## src/rtl/tmds_encoder.sv

```systemverilog
// Single-channel DVI 1.0 TMDS 8b/10b encoder.
// Three register stages: input capture, transition minimisation (q_m),
// then DC balancing with a running disparity counter or a control token.
module tmds_encoder (
  input  logic       sys_clk,
  input  logic       sys_rst_n,
  input  logic [7:0] data_in,
  input  logic       c0,
  input  logic       c1,
  input  logic       de,
  output logic [9:0] data_out
);

  localparam logic [9:0] TOK_00 = 10'b1101010100;
  localparam logic [9:0] TOK_01 = 10'b0010101011;
  localparam logic [9:0] TOK_10 = 10'b0101010100;
  localparam logic [9:0] TOK_11 = 10'b1010101011;

  // Number of ones in a byte, 0..8
  function automatic logic [3:0] popcount8(input logic [7:0] v);
    logic [3:0] s;
    s = '0;
    for (int i = 0; i < 8; i++) s = s + {3'b000, v[i]};
    return s;
  endfunction

  // Stage 1 registers
  logic [7:0]        r_data_p1;
  logic [3:0]        r_n1d_p1;
  logic              r_de_p1, r_c0_p1, r_c1_p1;
  // Stage 2 registers
  logic [8:0]        r_qm_p2;
  logic [3:0]        r_n1q_p2, r_n0q_p2;
  logic              r_de_p2, r_c0_p2, r_c1_p2;
  // Stage 3 registers
  logic signed [4:0] r_cnt_p3;
  logic [9:0]        r_dout_p3;

  logic [8:0]        w_qm;
  logic [9:0]        w_dout;
  logic signed [4:0] w_cnt_nxt;
  logic signed [4:0] w_n1q, w_n0q, w_diff;

  // ---- stage 1: capture inputs and count ones of the pixel byte ----
  always_ff @(posedge sys_clk or negedge sys_rst_n) begin
    if (!sys_rst_n) begin
      r_data_p1 <= '0;
      r_n1d_p1  <= '0;
      r_de_p1   <= 1'b0;
      r_c0_p1   <= 1'b0;
      r_c1_p1   <= 1'b0;
    end else begin
      r_data_p1 <= data_in;
      r_n1d_p1  <= popcount8(data_in);
      r_de_p1   <= de;
      r_c0_p1   <= c0;
      r_c1_p1   <= c1;
    end
  end

  // Transition-minimised word: XNOR chain for ones-heavy bytes, XOR otherwise
  always_comb begin
    logic       use_xnor;
    logic [8:0] q;
    use_xnor = (r_n1d_p1 > 4'd4) || ((r_n1d_p1 == 4'd4) && !r_data_p1[0]);
    q        = '0;
    q[0]     = r_data_p1[0];
    for (int i = 1; i < 8; i++)
      q[i] = use_xnor ? ~(q[i-1] ^ r_data_p1[i]) : (q[i-1] ^ r_data_p1[i]);
    q[8]     = ~use_xnor;
    w_qm     = q;
  end

  // ---- stage 2: register q_m with its ones/zeros counts ----
  always_ff @(posedge sys_clk or negedge sys_rst_n) begin
    if (!sys_rst_n) begin
      r_qm_p2  <= '0;
      r_n1q_p2 <= '0;
      r_n0q_p2 <= '0;
      r_de_p2  <= 1'b0;
      r_c0_p2  <= 1'b0;
      r_c1_p2  <= 1'b0;
    end else begin
      r_qm_p2  <= w_qm;
      r_n1q_p2 <= popcount8(w_qm[7:0]);
      r_n0q_p2 <= 4'd8 - popcount8(w_qm[7:0]);
      r_de_p2  <= r_de_p1;
      r_c0_p2  <= r_c0_p1;
      r_c1_p2  <= r_c1_p1;
    end
  end

  // DC balance decision: pick inversion to pull the running disparity to zero
  always_comb begin
    w_n1q     = {1'b0, r_n1q_p2};
    w_n0q     = {1'b0, r_n0q_p2};
    w_diff    = w_n1q - w_n0q;
    w_dout    = TOK_00;
    w_cnt_nxt = '0;
    if (r_de_p2) begin
      if ((r_cnt_p3 == 5'sd0) || (w_n1q == w_n0q)) begin
        w_dout    = {~r_qm_p2[8], r_qm_p2[8], r_qm_p2[8] ? r_qm_p2[7:0] : ~r_qm_p2[7:0]};
        w_cnt_nxt = r_qm_p2[8] ? (r_cnt_p3 + w_diff) : (r_cnt_p3 - w_diff);
      end else if (((r_cnt_p3 > 5'sd0) && (w_n1q > w_n0q)) ||
                   ((r_cnt_p3 < 5'sd0) && (w_n0q > w_n1q))) begin
        w_dout    = {1'b1, r_qm_p2[8], ~r_qm_p2[7:0]};
        w_cnt_nxt = r_cnt_p3 + (r_qm_p2[8] ? 5'sd2 : 5'sd0) - w_diff;
      end else begin
        w_dout    = {1'b0, r_qm_p2[8], r_qm_p2[7:0]};
        w_cnt_nxt = r_cnt_p3 - (r_qm_p2[8] ? 5'sd0 : 5'sd2) + w_diff;
      end
    end else begin
      case ({r_c1_p2, r_c0_p2})
        2'b00:   w_dout = TOK_00;
        2'b01:   w_dout = TOK_01;
        2'b10:   w_dout = TOK_10;
        default: w_dout = TOK_11;
      endcase
    end
  end

  // ---- stage 3: output symbol and running disparity ----
  always_ff @(posedge sys_clk or negedge sys_rst_n) begin
    if (!sys_rst_n) begin
      r_cnt_p3  <= '0;
      r_dout_p3 <= '0;
    end else begin
      r_cnt_p3  <= w_cnt_nxt;
      r_dout_p3 <= w_dout;
    end
  end

  assign data_out = r_dout_p3;

endmodule

```

## config.mk

```make
export PLATFORM = sky130hd
export DESIGN_NAME = tmds_encoder
export DESIGN_NICKNAME = d
export VERILOG_FILES = /design/src/rtl/tmds_encoder.sv
export SDC_FILE = /design/constraint.sdc
export NUM_CORES = 1
export LEC_CHECK = 0
export BUFFER_PORTS_ARGS = -buffer_cell sky130_fd_sc_hd__buf_4
export CAP_MARGIN = 20
export CORE_ASPECT_RATIO = 2
export CORE_MARGIN = 2
export CORE_UTILIZATION = 35
export CTS_CLUSTER_SIZE = 24
export DETAILED_ROUTE_END_ITERATION = 7
export PLACE_DENSITY = 0.55
export SYNTH_ARGS = -nofsm -noshare
export SYNTH_HDL_FRONTEND = slang
export SYNTH_SLANG_ARGS = --single-unit
```

## constraint.sdc

```tcl
create_clock -name sys_clk -period 4.7 [get_ports sys_clk]
set_input_delay 0.47 -clock sys_clk [delete_from_list [all_inputs] [get_ports sys_clk]]
set_output_delay 0.47 -clock sys_clk [all_outputs]
set_load 0.02 [all_outputs]
```

* Yosys cells after proc, flatten, opt, wreduce, memory -nomap -nowiden
Cells that the tools add are included.
Widths: inputs -> output; s select.
** Storage, ports and cells
- Bits in registers :: 50
- Input port bits :: 13
** Operators by class
- Add/subtract/negate cells :: 22
- Order comparisons :: 5
- Equality and inequality tests :: 4
- Multiplexer cells :: 18
- Bitwise operators :: 17
- Reduce and logical (&&, ||, !) cells :: 9
** Operators with widths (number)
- $add 4x1->4 :: 8
- $mux 10 :: 3
- $pmux 10 s3 :: 1
- $mux 5 :: 4
- $add 5x5->5 :: 2
- $sub 5x5->5 :: 2
- $not 1->1 :: 9
- $add 3x1->4 :: 2
- $gt 4x4->1 :: 2
- $mux 8 :: 1
- $not 8->8 :: 1
- $mux 1 :: 7
- $xor 1x1->1 :: 7
- $add 2x1->3 :: 2
- $add 5x3->5 :: 1
- $gt 5x1->1 const B :: 1
- $logic_not 5->1 :: 1
- $lt 5x1->1 const B :: 1
- $sub 4x4->5 :: 1
- $sub 5x3->5 :: 1
- $add 1x1->2 :: 2
- $eq 4x3->1 const B :: 1
- $eq 4x4->1 :: 1
- $gt 4x3->1 const B :: 1
- 8 further kinds :: 13

* Longest topological paths before layout
Gate-level depths: netlist of run 1.
- Word-level depth :: 24
- Mapped depth :: 14
- Gate-level depth less buffers :: 14

* Worst setup path after synthesis of run 1
No wires, ideal clock.
- Kind :: register -> register
- Start point :: reg r_data_p1[0]
- End point :: reg r_n0q_p2[3]
- Library setup time :: 0.079 ns
- Data arrival time :: 3.772 ns
- Required time :: 4.621 ns
- Setup slack :: 0.848 ns
- Stages on the path, launching flop included :: 14
- Path buffers :: 0
- Clock period less this slack :: 3.852 ns
- Cells stage by stage :: dfrtp_1 > xnor2_1 > xor3_2 > xor2_1 > fa_1 > xor2_1 > ha_1 > fa_1 > ha_1 > inv_1 > fa_1 > inv_1 > nor3_1 > xor2_1
** On the way
- Word-level cells in the longest chain between the ends :: 24
** RTL lines
- start: declaration :: RTL line 28 : logic [7:0] r_data_p1;
- start signal: assignment :: RTL line 53 : r_data_p1 <= data_in;
- $logic_not 1->1 :: RTL line 65 : use_xnor = (r_n1d_p1 > 4'd4) || ((r_n1d_p1 == 4'd4) && !r_data_p1[0]);
- $logic_and 1x1->1 :: RTL line 65
- $logic_or 1x1->1 :: RTL line 65
- $mux 1 :: RTL line 69 : q[i] = use_xnor ? ~(q[i-1] ^ r_data_p1[i]) : (q[i-1] ^ r_data_p1[i]);
- $xor 1x1->1 :: RTL line 69
- $not 1->1 :: RTL line 69
- $mux 1 :: RTL line 69
- $xor 1x1->1 :: RTL line 69
- $not 1->1 :: RTL line 69
- $mux 1 (*) :: RTL line 69
- via w_qm[3] :: RTL line 39 : logic [8:0] w_qm;
- parallel branches: the longest is 12 deep, another holds $add 3x1->4
- $add 4x1->4 (*) :: RTL line 23 : for (int i = 0; i < 8; i++) s = s + {3'b000, v[i]};
- $sub 4x4->4 (*) :: RTL line 86 : r_n0q_p2 <= 4'd8 - popcount8(w_qm[7:0]);
- end signal: assignment :: RTL line 86
- end: declaration :: RTL line 33 : logic [3:0] r_n1q_p2, r_n0q_p2;
Mark *: on every way through the listed nets, which the timed path passes.

* Worst setup path after layout of run 1
Ends and elaborated chain as after synthesis.

==> metrics.md, run 1 <==
| Metric | Value |
|---|---|
| Outcome | finished clean |
| H-tree levels | 2 |
| GRT overflow | 0 |
| Most frequent cells in the layout | dfrtp_1, inv_1, ha_1 |
| DR DRC count | 0 |
| Min cycle time layout | 4140 ps |
| Seq cells post-synth | 48 |
| Least-Margin Pin Slew | 629 ps |
| Worst Setup End Kind | flip-flop |
| Mean post-synth cell area | 11.7 um2 |
| Ant. Diodes | 0 |
| Synth Net Count | slightly below 300 |
| Port Buffer Count | 22 |
| RSZ-0062 raised after global routing | false |
| Max Fclk | 242 MHz |
| Placed insts | 349 |
| Global placement routability congestion | 0.730 |
| Rel. slew slack | 0.581 |
| Rows | 45 |
| Initial antenna violation count | 0 |
| CTS root buffer | clkbuf_16 |
| Non-Filler Instances | ~360 |
| Final period util | 0.881 |
| Most common cell after layout, fill and taps aside | dfrtp_1 |
| Distinct cells, synth | 36 |
| Critical path peak fanout | 4 |
| Largest net degree at the start of global routing | 49 |
| WP data arrival | 4310 ps |
| Synth-to-layout area growth | 16.6% |
| Yosys Warn Count | 0 |
| Hold-fix buffer count after cts | 0 |
| First-pass GRT wire length | just over 8000 um |
| Total track usage | 0.131 |
| Max-slew violations | 0 |
| Die height | 130 um |
| Worst skew pair latency | slightly below 300 ps |
| # IOs | 23 |
| Vias in the first global route | roughly 1,800 |
| Layout Nets | between 300 and 400 |
| Most used DFF post-synth | dfrtp_1 |
| Setup Fix Bufs, Post-CTS | 0 |
| Post-detail-place hpwl | 3920 um |
| DR WL/cell | about 14 um |
| Maxcap violations | 0 |
| Syn Inst Count | 237 |
| CTS tree | done |
| Ys async rst share | 1.00 |
| Post-DRT Antenna Nets | 0 |
| Final hold violation count | 0 |
| Critical path class | flip-flop to flip-flop |
| Worst Clk Skew | 5.27 ps |
| Sequential cell area fraction in the yosys report | 0.435 |
| CORE AREA | approximately 7600 um2 |
| Setup violations, final | 0 |
| Critical Path Start Type | flip-flop |
| Routed wire length | 4850 um |
| TNS Setup | 0 ps |
| Worst Path Required | 4870 ps |
| Initial Util | 0.364 |
| Worst hold path type | input port to asynchronous set/reset pin |
| Clock-pin slew on the worst setup and hold paths | 70 ps |
| Mapped cell area | about 2800 um2 |
| TritonRoute pass-1 iters | 4 |
| Initial DRC Count | 42 |
| Vias | between 1,500 and 2,000 |
| Layout cells sized above 1 | 0.141 |
| Num CTS Buffers | 5 |
| # clock sinks | between 40 and 50 |
| Clk buf depth | 2 |
| Post-synth EDFFs | 0 |
| Die X | 66.8 um |
| Via/cell ratio | 4.64 |
| Die area | roughly 8700 um2 |
| Post-CTS sizing | 0 |
[final timing paths]
check	start	endpoint	slack, ps	depth (start not counted)
setup reg to reg	r_data_p1[0]$_DFF_PN0_	r_n0q_p2[3]$_DFF_PN0_	560	13
max in group asynchronous	sys_rst_n	data_out[5]$_DFF_PN0_	4120	1
hold reg to reg	r_c0_p1$_DFF_PN0_	r_c0_p2$_DFF_PN0_	350	0
min in group sys_clk	c0	r_c0_p1$_DFF_PN0_	280	1
hold / removal	sys_rst_n	r_de_p2$_DFF_PN0_	180	1
setup / recovery	r_data_p1[0]$_DFF_PN0_	r_n0q_p2[3]$_DFF_PN0_	560	13
[kinds of logic after synthesis]
logic type,synth area share
adder cells (fa/ha/maj),0.214
flip-flops,0.435
multiplexers,0.0222
buffers and inverters,0.0570
XOR/XNOR,0.129
AO/OA/AOI/OAI,0.0905
AND/OR/NAND/NOR,0.0530
[state kept, by name, summed over array words and instances, names as in the netlist]
register	cells
r_n0q_p2	3
r_c0_p1	1
r_c1_p1	1
r_c1_p2	1
r_qm_p2	9
r_de_p2	1
r_n1d_p1	4
r_n1q_p2	3
r_de_p1	1
data_out	10
r_cnt_p3	5
r_c0_p2	1
r_data_p1	8
[routing by layer]
| layer | share of wire | vias to the layer above | GRT usage |
|---|---|---|---|
| li1 | - | 805 | - |
| met1 | 0.31 | 817 | 0.111 |
| met2 | 0.63 | 24 | 0.266 |
| met3 | 0.022 | 9 | 0.0208 |
| met4 | 0.035 | 0 | 0.0756 |
| met5 | 0 | - | 0 |
[metrics by stage]
stage	hold slack, ps	utilization	instance area [um2]	setup slack, ps
after floorplan	174	-	2760	848
after global placement	333	0.398	3030	655
after detailed placement	336	0.398	3030	564
after CTS	207	0.424	3220	515
after global routing	241	0.424	3220	227
final	183	0.424	3220	561
[cell usage after synthesis, types with 2 or more instances]
cell	count	area (um2)
dfrtp_1	48	1200
inv_1	37	139
ha_1	28	350
xnor2_1	21	184
fa_1	12	240
a21o_1	11	82.6
a21oi_1	11	55.1
nor2_1	10	37.5
xor2_1	10	87.6
nand2_1	6	22.5
o21ai_0	6	30.0
mux2i_1	5	50.1
nor2b_1	3	18.8
nor3_1	3	15.0
and2_1	2	12.5
clkbuf_1	2	7.51
o21a_1	2	15.0
xor2_2	2	32.5
[worst max-delay path, stage by stage, from the launching register on]
cell and delay, ps:
dfrtp_1 430, xnor2_1 340, xor3_2 390, xor2_1 250, fa_1 490, xor2_1 190, ha_1 310, fa_1 500
ha_1 160, inv_1 50, fa_1 380, xnor2_1 290, nor3_1 100, xor2_1 140
[layout make-up]
cell class              instances  area, um2
well taps                      94        118
flip-flops and latches         48       1200
fillers                       747       4380
repair buffers                 22        165
inverters                      37        139
clock inverters                 3       68.8
clock buffers                   5        125
multi-input cells             148       1410
Power of run 1 is not shown: default switching activity piles up to over one toggle a cycle in this logic, so the estimate is an artifact.
==> run 2, diff against run 1 <==
CORE_UTILIZATION = 55   (was 35)
PLACE_DENSITY = 0.78   (was 0.55)
==> metrics.md, run 2 (synthesis results as in run 1) <==
| Metric | Value |
|---|---|
| # clock sinks | 48 (unchanged) |
| R2r setup slk | 450 ps (-110 ps) |
| Core Util, Final | 0.641 (+0.217) |
| Post-detail-place hpwl | 3790 um (-3.4%) |
| Fill cells | 410 (-45%) |
| Most frequent cells in the layout | dfrtp_1, inv_1, ha_1 |
| Die area | 5640 um2 (-35%) |
| Final period util | 0.904 (+0.0231) |
| Max reg flops | 10 (unchanged) |
| CORE AREA | 4860 um2 (-36%) |
| Least-Margin Pin Slew | 649 ps (+20.3 ps) |
| Final hold violation count | 0 (unchanged) |
| Post-DRT Antenna Nets | 0 (unchanged) |
| CTS tree | done |
| RSZ-0062 raised after global routing | false |
| # IOs | 23 (unchanged) |
| Layout cells sized above 1 | 0.141 (unchanged) |
| Setup Fix Bufs, Post-CTS | 0 (unchanged) |
| Vias in the first global route | 1,848 (+1.7%) |
| Post-CTS sizing | 0 (unchanged) |
| Worst hold path type | input port to asynchronous set/reset pin |
| Maxcap violations | 0 (unchanged) |
| Worst Setup End Kind | flip-flop |
| Critical path peak fanout | 4 (unchanged) |
| First-pass GRT wire length | 8020 um (-2.4%) |
| Die X | 54.1 um (-19%) |
| Ant. Diodes | 0 (unchanged) |
| Routed wire length | 4810 um (-0.85%) |
| Vias | 1,696 (+2.5%) |
| GRT overflow | 0 (unchanged) |
| Initial DRC Count | 25 (-40%) |
| Hold-fix buffer count after cts | 0 (unchanged) |
| Port Buffer Count | 22 (unchanged) |
| Rows | 36 (-20%) |
| RR Startpoint | r_data_p1[0]$_DFF_PN0_ |
| Num CTS Buffers | 5 (unchanged) |
| Most common cell after layout, fill and taps aside | dfrtp_1 |
| Placed insts | 312 (-11%) |
| Outcome | finished clean |
| Worst Clk Skew | 6.24 ps (+0.966 ps) |
| Final instance area | 3120 um2 (-3.2%) |
| Worst r2r path cells | 13 (unchanged) |
| Clock-pin slew on the worst setup and hold paths | 90 ps (+20 ps) |
| Initial antenna violation count | 0 (unchanged) |
| WP data arrival | 4480 ps (+170 ps) |
| DR DRC count | 0 (unchanged) |
| Via/cell ratio | 5.30 (+14%) |
| DR WL/cell | 15.0 um (+11%) |
| Worst skew pair latency | 300 ps (about the same) |
| Setup violations, final | 0 (unchanged) |
| Die height | 104 um (-20%) |
| Clk buf depth | 2 (unchanged) |
| TNS Setup | 0 ps (unchanged) |
| Synth-to-layout area growth | 12.9% |
| Max Fclk | 235 MHz (-2.6%) |
| Post-DP Area | 2980 um2 (-1.5%) |
| Critical path class | flip-flop to flip-flop |
| Rel. slew slack | 0.566 (-0.0145) |
| Min cycle time layout | 4250 ps (+109 ps) |
| Global placement routability congestion | 0.762 (+4.5%) |
| Non-Filler Instances | 320 (-10%) |
| Max-slew violations | 0 (unchanged) |
| CTS root buffer | clkbuf_8 |
| Total track usage | 0.196 (+0.0653) |
| Largest net degree at the start of global routing | 49 (unchanged) |
| H-tree levels | 2 (unchanged) |
| Worst Path Required | 4930 ps (+60 ps) |
| TritonRoute pass-1 iters | 4 (unchanged) |
| Layout Nets | 315 (unchanged) |
| Initial Util | 0.568 (+0.205) |
| Critical Path Start Type | flip-flop |
| R2R Path End | r_n0q_p2[3]$_DFF_PN0_ |
[run 2: worst max-delay path by stage]
stage,start,endpoint,depth (start not counted)
after floorplan,r_data_p1[0]$_DFF_PN0_,r_n0q_p2[3]$_DFF_PN0_,13
after global placement,r_data_p1[0]$_DFF_PN0_,r_n0q_p2[3]$_DFF_PN0_,13
after detailed placement,r_data_p1[0]$_DFF_PN0_,r_n0q_p2[3]$_DFF_PN0_,13
after CTS,r_data_p1[0]$_DFF_PN0_,r_n0q_p2[3]$_DFF_PN0_,13
after global routing,r_data_p1[0]$_DFF_PN0_,r_n0q_p2[3]$_DFF_PN0_,13
final,r_data_p1[0]$_DFF_PN0_,r_n0q_p2[3]$_DFF_PN0_,13
[run 2: worst max-delay path: stages (launching register included)]
cell and delay [ps]:
dfrtp_1 450, xnor2_1 350, xor3_2 390, xor2_1 250, fa_1 510, xor2_1 200, ha_1 300, fa_1 490
ha_1 180, inv_1 60, fa_1 510, inv_1 60, nor3_1 250, xor2_1 160
[run 2: cell type report]
class / instances / area, um2 / share of cell area
multi-input combinational: 148 / 1410 / 0.450
sequential: 48 / 1200 / 0.385
timing repair buffer: 22 / 165 / 0.0529
inverter: 37 / 139 / 0.0445
tap: 57 / 71.3 / 0.0229
clock buffer: 5 / 68.8 / 0.0221
clock inverter: 3 / 68.8 / 0.0221
[run 2: per-layer routing]
metal	vias to the layer above	GRT usage	part of all wire
li1	802	-	-
met1	848	0.174	0.31
met2	30	0.378	0.62
met3	16	0.0302	0.021
met4	0	0.0982	0.044
met5	-	0	0
[run 2: through the flow]
stage	hold WS, ps	setup WS [ps]
final	157	453
after CTS	173	434
after global routing	199	121
after global placement	332	671
after detailed placement	336	548
after floorplan	174	848
Power of run 2 is left out for the same reason.
==> run 3, diff against run 2 <==
RECOVER_POWER = 50   (was unset)
==> metrics.md, run 3 (synthesis results as in run 1) <==
| Metric | Value |
|---|---|
| Rel. slew slack | -0.604 (-1.17) |
| Die X | 54.1 um (unchanged) |
| Max reg flops | 10 (unchanged) |
| Max-slew violations | 49 (+49) |
| Worst hold path type | input port to flip-flop |
| Via/cell ratio | 5.31 (+0.24%) |
| Routed wire length | 4800 um (about the same) |
| Setup violations, final | 0 (unchanged) |
| Num CTS Buffers | 5 (unchanged) |
| WP data arrival | 4480 ps (about the same) |
| Violated checks | capacitance limit, slew limit |
| Setup Fix Bufs, Post-CTS | 0 (unchanged) |
| Final hold violation count | 0 (unchanged) |
| Post-detail-place hpwl | 3790 um (unchanged) |
| H-tree levels | 2 (unchanged) |
| TNS Setup | 0 ps (unchanged) |
| CTS tree | done |
| Crit path from | r_data_p1[0]$_DFF_PN0_ |
| Synth-to-layout area growth | 12.2% |
| Least-Margin Pin Slew | 2410 ps (+1760 ps) |
| # clock sinks | 48 (unchanged) |
| Die height | 104 um (unchanged) |
| WHS Path Cells | 1 |
| Clock-pin slew on the worst setup and hold paths | 90 ps (about the same) |
| Min cycle time layout | 4250 ps (+0.454 ps) |
| Initial Util | 0.568 (unchanged) |
| Critical Path Start Type | flip-flop |
| Port Buffer Count | 22 (unchanged) |
| GRT met1 Usage | 0.174 (unchanged) |
| Outcome | complete, but fails checks |
| Layout Nets | 315 (unchanged) |
| Ant. Diodes | 0 (unchanged) |
| CORE AREA | 4860 um2 (unchanged) |
| Worst Setup End Kind | flip-flop |
| Hold EP | r_c0_p1$_DFF_PN0_ |
| Placed insts | 312 (unchanged) |
| Vias | 1,700 (+0.24%) |
| Worst Clk Skew | 6.26 ps (+0.0204 ps) |
| Register area | 1200 um2 (unchanged) |
| Layout cells sized above 1 | 0.122 (-0.0190) |
| Non-Filler Instances | 320 (unchanged) |
| R2R Path End | r_n0q_p2[3]$_DFF_PN0_ |
| Critical path class | flip-flop to flip-flop |
| # IOs | 23 (unchanged) |
| RSZ-0062 raised after global routing | false |
| Initial antenna violation count | 0 (unchanged) |
| Critical path peak fanout | 4 (unchanged) |
| Area used by multi-input combinational logic | 1410 um2 (unchanged) |
| R2r setup slk | 450 ps (about the same) |
| RR Startpoint | r_data_p1[0]$_DFF_PN0_ |
| Largest net degree at the start of global routing | 49 (unchanged) |
| Die area | 5640 um2 (unchanged) |
| Total track usage | 0.196 (unchanged) |
| Initial DRC Count | 31 (+24%) |
| Fill cells | 412 (+0.49%) |
| First-pass GRT wire length | 8020 um (unchanged) |
| Max Fclk | 235 MHz (about the same) |
| Clk buf depth | 2 (unchanged) |
| Hold-fix buffer count after cts | 0 (unchanged) |
| Most frequent cells in the layout | dfrtp_1, inv_1, ha_1 |
| Post-CTS sizing | 0 (unchanged) |
| Vias in the first global route | 1,848 (unchanged) |
| Met2 usage | 0.378 (unchanged) |
| Rows | 36 (unchanged) |
| Maxcap violations | 1 (+1) |
| TritonRoute pass-1 iters | 4 (unchanged) |
| CTS root buffer | clkbuf_8 |
| Worst skew pair latency | 300 ps (about the same) |
| GRT overflow | 0 (unchanged) |
| Post-DRT Antenna Nets | 0 (unchanged) |
| Worst r2r path cells | 13 (unchanged) |
| Met3 usage | 0.0302 (unchanged) |
| GRT Max-Usage Layer | met2 |
| Final period util | 0.904 (about the same) |
| Most common cell after layout, fill and taps aside | dfrtp_1 |
| Global placement routability congestion | 0.762 (unchanged) |
| DR DRC count | 0 (unchanged) |
| Worst Path Required | 4930 ps (about the same) |
| DR WL/cell | 15.0 um (about the same) |
| Hold path start | c0 |
## run 3: changes by cell type in the layout (fill, tap and decap cells not counted)
| cell | before | now |
|---|---|---|
| clkbuf_1 | 0 | 5 |
| buf_4 | 22 | 10 |
| clkbuf_4 | 0 | 7 |
## run 3: final cells by class
class / instances / area share
clock buffer: 5 / 0.0222
timing repair buffer: 22 / 0.0472
multi-input combinational: 148 / 0.453
clock inverter: 3 / 0.0222
sequential: 48 / 0.387
tap: 57 / 0.0230
inverter: 37 / 0.0448
## run 3: worst max path at each step
stage	endpoint	slack (ps)	depth (start not counted)
2_1_floorplan	r_n0q_p2[3]$_DFF_PN0_	850	13
3_3_place_gp	r_n0q_p2[3]$_DFF_PN0_	670	13
3_5_place_dp	r_n0q_p2[3]$_DFF_PN0_	550	13
4_1_cts	r_n0q_p2[3]$_DFF_PN0_	430	13
5_1_grt	r_n0q_p2[3]$_DFF_PN0_	120	13
6_report	r_n0q_p2[3]$_DFF_PN0_	450	13
## run 3: through the flow
stage | utilization | hold WS (ps) | area [um2] | setup slack, ps
after floorplan | - | 174 | 2760 | 848
after global placement | 0.613 | 332 | 2980 | 671
after detailed placement | 0.613 | 336 | 2980 | 548
after CTS | 0.641 | 173 | 3120 | 434
after global routing | 0.637 | 282 | 3100 | 121
final | 0.637 | 295 | 3100 | 452
## run 3: routing by layer
| layer | part of all wire | wire length [um] |
|---|---|---|
| met5 | 0 | 0 |
| met4 | 0.044 | 212 |
| met3 | 0.021 | 101 |
| met2 | 0.62 | 2970 |
| met1 | 0.32 | 1520 |
## run 3: critical path, cell delays in order (launching register included)
cell	delay (ps)
dfrtp_1	450
xnor2_1	350
xor3_2	390
xor2_1	250
fa_1	510
xor2_1	200
ha_1	300
fa_1	490
ha_1	180
inv_1	60
fa_1	510
inv_1	60
nor3_1	250
xor2_1	160
Power of run 3 is left out for the same reason.
